## src/rtl/inst_rom_arbiter_if.sv

```systemverilog
`default_nettype none
// ============================================================================
// Module      : inst_rom_arbiter_if
// Description : Bus bundle for the instruction-ROM arbiter. It carries the
//               fetch port, the debug port and the shared ROM read port.
//               The arbiter connects through the slave modport. The
//               requesters and the ROM connect through the master modport.
// Revision    : 1.0  initial release
// ============================================================================
interface inst_rom_arbiter_if;
    // Fetch requester
    logic        fetch_req;
    logic [31:0] fetch_addr;
    logic        fetch_gnt;
    logic        fetch_valid;
    logic [31:0] fetch_data;
    logic        fetch_err;

    // Debug / monitor requester
    logic        dbg_req;
    logic [31:0] dbg_addr;
    logic        dbg_gnt;
    logic        dbg_valid;
    logic [31:0] dbg_data;
    logic        dbg_err;

    // Shared combinational ROM read port
    logic [31:0] rom_addr;
    logic [31:0] rom_data;

    // Arbiter side
    modport slave (
        input  fetch_req, fetch_addr, dbg_req, dbg_addr, rom_data,
        output fetch_gnt, fetch_valid, fetch_data, fetch_err,
        output dbg_gnt, dbg_valid, dbg_data, dbg_err, rom_addr
    );

    // Requester and ROM side
    modport master (
        output fetch_req, fetch_addr, dbg_req, dbg_addr, rom_data,
        input  fetch_gnt, fetch_valid, fetch_data, fetch_err,
        input  dbg_gnt, dbg_valid, dbg_data, dbg_err, rom_addr
    );
endinterface
`default_nettype wire

```

## src/rtl/inst_rom_arbiter.sv

```systemverilog
`default_nettype none
// ============================================================================
// Module      : inst_rom_arbiter
// Description : Shares the single combinational instruction-ROM read port
//               between the fetch stage and a debug port. Fetch has priority.
//               A starvation counter forces a debug grant after STARVE_LIMIT
//               consecutive waiting cycles. The ROM word is registered into
//               the granted port's response one cycle after the grant.
// Options     : INST_ARB_RANGE_CHECK_EN - when defined, a misaligned or
//               out-of-range address returns err=1 with data=0. When it is
//               not defined, the error flags stay 0 and the ROM aliases the
//               upper address bits.
// Revision    : 1.0  initial release
// ============================================================================
module inst_rom_arbiter #(
    parameter int ADDR_WIDTH   = 5,
    parameter int STARVE_LIMIT = 4
) (
    input  wire                  clock,
    input  wire                  reset,
    inst_rom_arbiter_if.slave    bus
);

    localparam logic [3:0] c_starve_limit = 4'(STARVE_LIMIT);

    // Reject parameter values that the address slicing or the 4-bit counter cannot support
    generate
        if (ADDR_WIDTH < 1 || ADDR_WIDTH > 29 || STARVE_LIMIT < 1 || STARVE_LIMIT > 15) begin : g_param_check
            $error("inst_rom_arbiter: illegal ADDR_WIDTH or STARVE_LIMIT");
        end
    endgenerate

    logic [3:0]  r_dbg_wait;
    logic        w_force_dbg;
    logic        w_fetch_gnt;
    logic        w_dbg_gnt;
    logic [31:0] w_rom_addr;
    logic        w_fetch_bad;
    logic        w_dbg_bad;

    logic        r_fetch_valid;
    logic [31:0] r_fetch_data;
    logic        r_fetch_err;
    logic        r_dbg_valid;
    logic [31:0] r_dbg_data;
    logic        r_dbg_err;

    // Address checking. The flags are constant 0 when checking is compiled out.
`ifdef INST_ARB_RANGE_CHECK_EN
    assign w_fetch_bad = (bus.fetch_addr[1:0] != 2'b00) ||
                         (bus.fetch_addr[31:ADDR_WIDTH+2] != '0);
    assign w_dbg_bad   = (bus.dbg_addr[1:0] != 2'b00) ||
                         (bus.dbg_addr[31:ADDR_WIDTH+2] != '0);
`else
    assign w_fetch_bad = 1'b0;
    assign w_dbg_bad   = 1'b0;
`endif

    assign w_force_dbg = (r_dbg_wait == c_starve_limit);

    // Grant decision and ROM address mux; everything is held idle while in reset
    always_comb begin
        w_fetch_gnt = 1'b0;
        w_dbg_gnt   = 1'b0;
        w_rom_addr  = 32'd0;
        if (!reset) begin
            if (bus.fetch_req && !(bus.dbg_req && w_force_dbg)) begin
                w_fetch_gnt = 1'b1;
                w_rom_addr  = bus.fetch_addr;
            end else if (bus.dbg_req) begin
                w_dbg_gnt   = 1'b1;
                w_rom_addr  = bus.dbg_addr;
            end
        end
    end

    // Starvation counter: counts cycles that debug waits, saturating at the limit
    always_ff @(posedge clock) begin
        if (reset) begin
            r_dbg_wait <= 4'd0;
        end else if (!bus.dbg_req || w_dbg_gnt) begin
            r_dbg_wait <= 4'd0;
        end else if (r_dbg_wait < c_starve_limit) begin
            r_dbg_wait <= r_dbg_wait + 4'd1;
        end
    end

    // Fetch response register: loads only on a fetch grant and holds otherwise
    always_ff @(posedge clock) begin
        if (reset) begin
            r_fetch_valid <= 1'b0;
            r_fetch_data  <= 32'd0;
            r_fetch_err   <= 1'b0;
        end else begin
            r_fetch_valid <= w_fetch_gnt;
            if (w_fetch_gnt) begin
                r_fetch_data <= w_fetch_bad ? 32'd0 : bus.rom_data;
                r_fetch_err  <= w_fetch_bad;
            end
        end
    end

    // Debug response register: loads only on a debug grant and holds otherwise
    always_ff @(posedge clock) begin
        if (reset) begin
            r_dbg_valid <= 1'b0;
            r_dbg_data  <= 32'd0;
            r_dbg_err   <= 1'b0;
        end else begin
            r_dbg_valid <= w_dbg_gnt;
            if (w_dbg_gnt) begin
                r_dbg_data <= w_dbg_bad ? 32'd0 : bus.rom_data;
                r_dbg_err  <= w_dbg_bad;
            end
        end
    end

    assign bus.fetch_gnt   = w_fetch_gnt;
    assign bus.dbg_gnt     = w_dbg_gnt;
    assign bus.rom_addr    = w_rom_addr;
    assign bus.fetch_valid = r_fetch_valid;
    assign bus.fetch_data  = r_fetch_data;
    assign bus.fetch_err   = r_fetch_err;
    assign bus.dbg_valid   = r_dbg_valid;
    assign bus.dbg_data    = r_dbg_data;
    assign bus.dbg_err     = r_dbg_err;

endmodule
`default_nettype wire
```

## src/flat_wrapper.sv

```systemverilog
// flat-port wrapper written by rule: the top's interface ports become plain ports
module inst_rom_arbiter_flat 
#(
    parameter int ADDR_WIDTH   = 5,
    parameter int STARVE_LIMIT = 4
)
  (clock, reset, bus_fetch_req, bus_fetch_addr, bus_dbg_req, bus_dbg_addr, bus_rom_data, bus_fetch_gnt, bus_fetch_valid, bus_fetch_data, bus_fetch_err, bus_dbg_gnt, bus_dbg_valid, bus_dbg_data, bus_dbg_err, bus_rom_addr);
  inst_rom_arbiter_if bus_i ();
  input  wire clock;
  input  wire reset;
  input wire logic [$bits(bus_i.fetch_req)-1:0] bus_fetch_req;
  input wire logic [$bits(bus_i.fetch_addr)-1:0] bus_fetch_addr;
  input wire logic [$bits(bus_i.dbg_req)-1:0] bus_dbg_req;
  input wire logic [$bits(bus_i.dbg_addr)-1:0] bus_dbg_addr;
  input wire logic [$bits(bus_i.rom_data)-1:0] bus_rom_data;
  output wire logic [$bits(bus_i.fetch_gnt)-1:0] bus_fetch_gnt;
  output wire logic [$bits(bus_i.fetch_valid)-1:0] bus_fetch_valid;
  output wire logic [$bits(bus_i.fetch_data)-1:0] bus_fetch_data;
  output wire logic [$bits(bus_i.fetch_err)-1:0] bus_fetch_err;
  output wire logic [$bits(bus_i.dbg_gnt)-1:0] bus_dbg_gnt;
  output wire logic [$bits(bus_i.dbg_valid)-1:0] bus_dbg_valid;
  output wire logic [$bits(bus_i.dbg_data)-1:0] bus_dbg_data;
  output wire logic [$bits(bus_i.dbg_err)-1:0] bus_dbg_err;
  output wire logic [$bits(bus_i.rom_addr)-1:0] bus_rom_addr;
  assign bus_i.fetch_req = bus_fetch_req;
  assign bus_i.fetch_addr = bus_fetch_addr;
  assign bus_i.dbg_req = bus_dbg_req;
  assign bus_i.dbg_addr = bus_dbg_addr;
  assign bus_i.rom_data = bus_rom_data;
  assign bus_fetch_gnt = bus_i.fetch_gnt;
  assign bus_fetch_valid = bus_i.fetch_valid;
  assign bus_fetch_data = bus_i.fetch_data;
  assign bus_fetch_err = bus_i.fetch_err;
  assign bus_dbg_gnt = bus_i.dbg_gnt;
  assign bus_dbg_valid = bus_i.dbg_valid;
  assign bus_dbg_data = bus_i.dbg_data;
  assign bus_dbg_err = bus_i.dbg_err;
  assign bus_rom_addr = bus_i.rom_addr;
  inst_rom_arbiter #(.ADDR_WIDTH(ADDR_WIDTH), .STARVE_LIMIT(STARVE_LIMIT)) u_core (.clock(clock), .reset(reset), .bus(bus_i));
endmodule
```

## config.mk

```make
export PLATFORM = sky130hd
export DESIGN_NAME = inst_rom_arbiter_flat
export DESIGN_NICKNAME = d
export VERILOG_FILES = /design/src/rtl/inst_rom_arbiter_if.sv /design/src/rtl/inst_rom_arbiter.sv /design/src/flat_wrapper.sv
export SDC_FILE = /design/constraint.sdc
export NUM_CORES = 1
export LEC_CHECK = 0
export CORE_MARGIN = 2
export CORE_UTILIZATION = 40
export DETAILED_ROUTE_END_ITERATION = 16
export PLACE_DENSITY_LB_ADDON = 0.08
export SYNTH_ARGS = -nofsm -noshare
export SYNTH_HDL_FRONTEND = slang
export SYNTH_SLANG_ARGS = --single-unit
```

## constraint.sdc

```tcl
create_clock -name clock -period 3.7 [get_ports clock]
set_clock_uncertainty 0.15 [all_clocks]
set_input_delay 0.74 -clock clock [delete_from_list [all_inputs] [get_ports clock]]
set_output_delay 0.74 -clock clock [all_outputs]
set_load 0.02 [all_outputs]
```

* Yosys cells after proc, flatten, opt, wreduce, memory -nomap -nowiden
Cells that the tools add are included.
** Storage, ports and cells
- Bits in registers :: 70
- Bits in latches :: 0
- RAM bits :: 0
- Bits in read-only memories :: 0
- Input bits :: 100
- Output and inout bits :: 102
- Logic and storage cells :: 22
- Memories :: 0
** Cells by class
- Add/sub/neg operators :: 1
- Multiply operators :: 0
- Divide/modulo/power cells :: 0
- $lt $le $gt $ge :: 1
- Eq/ne operators :: 1
- Shift-type cells :: 0
- Muxes and demuxes :: 8
- Bitwise operators :: 0
- Reductions and logical operators :: 6
** Operators by type and width (count)
- 32-bit two-way mux :: 3
- 1-bit two-way mux :: 5
- 4-bit by 1-bit adder with 4-bit output, second input constant :: 1
- 4-bit by 3-bit equality test with 1-bit output, second input constant :: 1
- 4-bit by 3-bit < comparator with 1-bit output, second input constant :: 1
- 1-bit logical AND :: 2
- 1-bit zero test :: 2
- 2-bit OR reduction :: 1
- 1-bit logical OR :: 1

* Longest topological paths before layout
- Word-level depth :: 8
- Gate-level depth with buffers :: 7
- Mapped depth without buffers :: 5

* Worst setup path before layout
Ideal clock, no wire load.
- Path type :: input to output
- From :: input bus_fetch_req
- To :: output bus_rom_addr[16]
- Arrival :: 1.730 ns
- Data required time :: 2.810 ns
- Path slack :: 1.080 ns
- Stages :: 5
- Cells stage by stage :: buf_2 -> nand2b_4 -> a21oi_4 -> buf_2 -> a22o_1
** Between the ends
- Longest elaborated chain between the ends :: 3
** RTL lines
- start: declaration :: RTL line flat_wrapper.sv:11 : input wire logic [$bits(bus_i.fetch_req)-1:0] bus_fetch_req;
- 1-bit logical AND :: RTL line inst_rom_arbiter.sv:67 : if (bus.fetch_req && !(bus.dbg_req && w_force_dbg)) begin
- 32-bit two-way mux :: RTL line inst_rom_arbiter.sv:67
- 32-bit two-way mux :: RTL line inst_rom_arbiter.sv:66 : if (!reset) begin
- end: declaration :: RTL line flat_wrapper.sv:24 : output wire logic [$bits(bus_i.rom_addr)-1:0] bus_rom_addr;
No other way between the ends.

* Final worst setup path
- From :: input bus_fetch_req
- To :: output bus_rom_addr[21]
Same word-level chain as after synthesis.

==> summary.md <==
| Metric | Value |
|---|---|
| Pre-CTS WS | 0.07519 ns |
| Worst slew margin | 0.3057 |
| Most used cell, CP | clkdlybuf4s50_1 |
| Ranking of synthesized cells by area | dfxtp_1 44%, a21oi_1 10%, nand3_1 9.9% |
| CP endpoint kind | primary output |
| # clock sinks | 70 |
| Num CTS Buffers | 9 |
| Met3 Track Usage GR | 0.06930 |
| Port-buffer cells | 199 |
| Total Wirelength | 10.91 mm |
| Top cell type's share of synthesized area | 0.4390 |
| Total Neg Setup Slack | 0 ns |
| Vias in the first global route | 3215 |
| CTS tree | yes |
| Post-synth top area cell | dfxtp_1 |
| CP top delay family | buffers and inverters |
| Gr ovfl total | 0 |
| Hold Violations, Final | 0 |
| Fin. max-slew vios | 0 |
| Initial antenna violation count | 0 |
| Post-Synthesis Mean Instance Area | 8.817 um^2 |
| Multi-input combinational cell area | 0.001582 mm^2 |
| Most common cell after layout, fill and taps aside | clkdlybuf4s50_1 |
| N_diodes | 0 |
| Post-Syn Area | 0.003192 mm^2 |
| # nets final | 639 |
| Die Area | 0.008710 mm^2 |
| Detailed Routing Iterations Pass 1 | 4 |
| Gpl congestion | 0.7205 |
| Final setup vio count | 0 |
| Pwr dens | 345.2 mW/mm^2 |
| Global Route met2 Usage | 0.4005 |
| Critical Path AT | 2.72 ns |
| CP peak stage delay | 0.63 ns |
| Maximum clock rate | 0.2774 GHz |
| Core area | 0.007727 mm^2 |
| Layout Area Growth over Synthesis | 68.95% |
| Post-synth EDFFs | 0 |
| Hold WS | 0.3174 ns |
| Die width | 93.33 um |
| First-pass GRT wire length | 16.86 mm |
| Layout cell share with drive strength beyond 1 | 0.06100 |
| CP max FO | 34 |
| IO Count | 202 |
| DP HPWL | 7.591 mm |
| Worst path bufs/invs | 3 |
| Number of fill cells | 599 |
| Leakage | 2.008 nW |
| Die H | 93.33 um |
| Final period util | 0.9744 |
| Synth Register Bits | 70 |
| Ys Warns | 0 |
| GR Util met1 | 0.3110 |
| Ys async rst share | 0 |
| H-tree depth | 3 |
| Worst-Skew Late Latency | 0.33 ns |
| Pin count of the biggest net entering global routing | 97 |
| 1st-iter DRT viols | 177 |
| Clock root cell | clkbuf_8 |
| DRT antenna net count | 0 |
| Resized Gates After CTS | 0 |
| Seq. cell area | 0.001401 mm^2 |
| Run status | complete, no violations |
| Layer with the highest usage | met2 |
| Worst VDD drop | 0.2785 mV |
| Cells after Synth | 362 |
| Synth cell types | 28 |
| Crit-path slowest cell | clkdlybuf4s50_1 |
| Unrepaired setup endpoints after global routing | no |
| Fin crit period | 3.605 ns |
| Post-synthesis sequential area ratio | 0.4390 |
| Number of max-cap violations | 0 |
| Critical path cell sequence | clkdlybuf4s50_1 > nand2b_1 > nor2_4 > buf_12 > a22o_1 > clkdlybuf4s50_1 |
| Worst Setup Path Type | input port to primary output |
| Routed length per instance | 16.97 um |
| Residual DRC | 0 |
| Clk slew on worst S/H paths | 0.07 ns |
| CTS Buffer Depth | 2 |
| Initial core utilization | 0.4131 |
| Total GRT Usage | 0.2430 |
| Main synth FF type | dfxtp_1 |
| Hold_buf cts | 0 |
| Via Count | 3376 |
| Vias/cell | 5.250 |
| Critical Path Source Type | input port |
| Worst hold-check path type | flip-flop to flip-flop |
| Final WS setup | 0.09467 ns |
| Commonest non-fill, non-tap cells in the layout | 197 x clkdlybuf4s50_1, 70 x dfxtp_1, 65 x a21oi_1 |
| Postcts setup bufs | 0 |
| Worst slew pin tran | 1.040 ns |
| Worst EP required | 2.81 ns |
| Num rows | 32 |
==> synthesized netlist by cell type (all sizes together), types with 3 or more instances <==
cell	instances
a22o	32
nand3	63
a21bo	31
nand2b	4
a21oi	66
o21ai	32
dfxtp	70
buf	28
nor2	3
inv	5
clkbuf	15
==> kinds of logic (layout without fill, tap and decap cells) <==
logic type | count (synthesis) | count (layout) | synth area share
AO/OA/AOI/OAI | 161 | 161 | 0.3422
XOR/XNOR | 1 | 1 | 0.002745
adder cells (fa/ha/maj) | 2 | 2 | 0.007839
buffers and inverters | 48 | 226 | 0.06938
flip-flops | 70 | 70 | 0.4390
multiplexers | 2 | 2 | 0.006272
other | 1 | 2 | 0.001175
AND/OR/NAND/NOR | 77 | 77 | 0.1313
==> registers in the layout (all words and copies together) (netlist names) <==
signal                  count
u_core.bus.fetch_data      32
u_core.bus.dbg_valid        1
u_core.r_dbg_wait           4
u_core.bus.fetch_valid      1
u_core.bus.dbg_data        32
==> per-stage QoR <==
stage | area, um^2 | instances | utilization | power, mW
CTS | 5390 | 643 | 0.6975 | 1.880
global placement | 5194 | 628 | 0.6721 | 1.258
floorplan | 3196 | 363 | - | 1.017
finish | 5393 | 643 | 0.6979 | 1.862
detailed placement | 5194 | 628 | 0.6721 | 1.265
global route | 5393 | 643 | 0.6979 | 1.950
==> final timing paths <==
kind                                              from                     end  slack (ns)  cells past startpoint
worst max-delay path                     bus_fetch_req        bus_rom_addr[21]        0.09                      6
worst min-delay path            u_core.bus.dbg_data[9]  u_core.bus.dbg_data[9]        0.32                      2
worst min register to register  u_core.bus.dbg_data[9]  u_core.bus.dbg_data[9]        0.32                      2
worst max register to register    u_core.r_dbg_wait[0]  u_core.bus.dbg_data[2]        1.55                      6
==> cell type report <==
class | instances | share of cell area
clock buffer | 10 | 0.02552
clock inverter | 5 | 0.01090
inverter | 5 | 0.003480
multi-input combinational | 245 | 0.2933
sequential | 70 | 0.2599
tap | 102 | 0.02367
timing repair buffer | 206 | 0.3833
==> worst reg2reg max path: stages (launching register included) <==
cell and delay [ns]:
dfxtp_1 0.34, inv_1 0.07, ha_1 0.24, nand4b_4 0.12
buf_4 0.71, a21bo_2 0.31, a21oi_1 0.06
==> layer usage <==
| metal | vias to the layer above | wire length [um] |
|---|---|---|
| li1 | 1670 | - |
| met1 | 1578 | 4581 |
| met2 | 120 | 5438 |
| met3 | 8 | 769 |
| met4 | 0 | 123 |
| met5 | - | 0 |
==> power by group <==
group          internal [mW]  switching (mW)  total, mW
Combinational          0.244           0.197      0.441
Clock                  0.327           0.286      0.614
Sequential             0.790          0.0173      0.807
No activity file was read; power rests on OpenSTA's default activity.
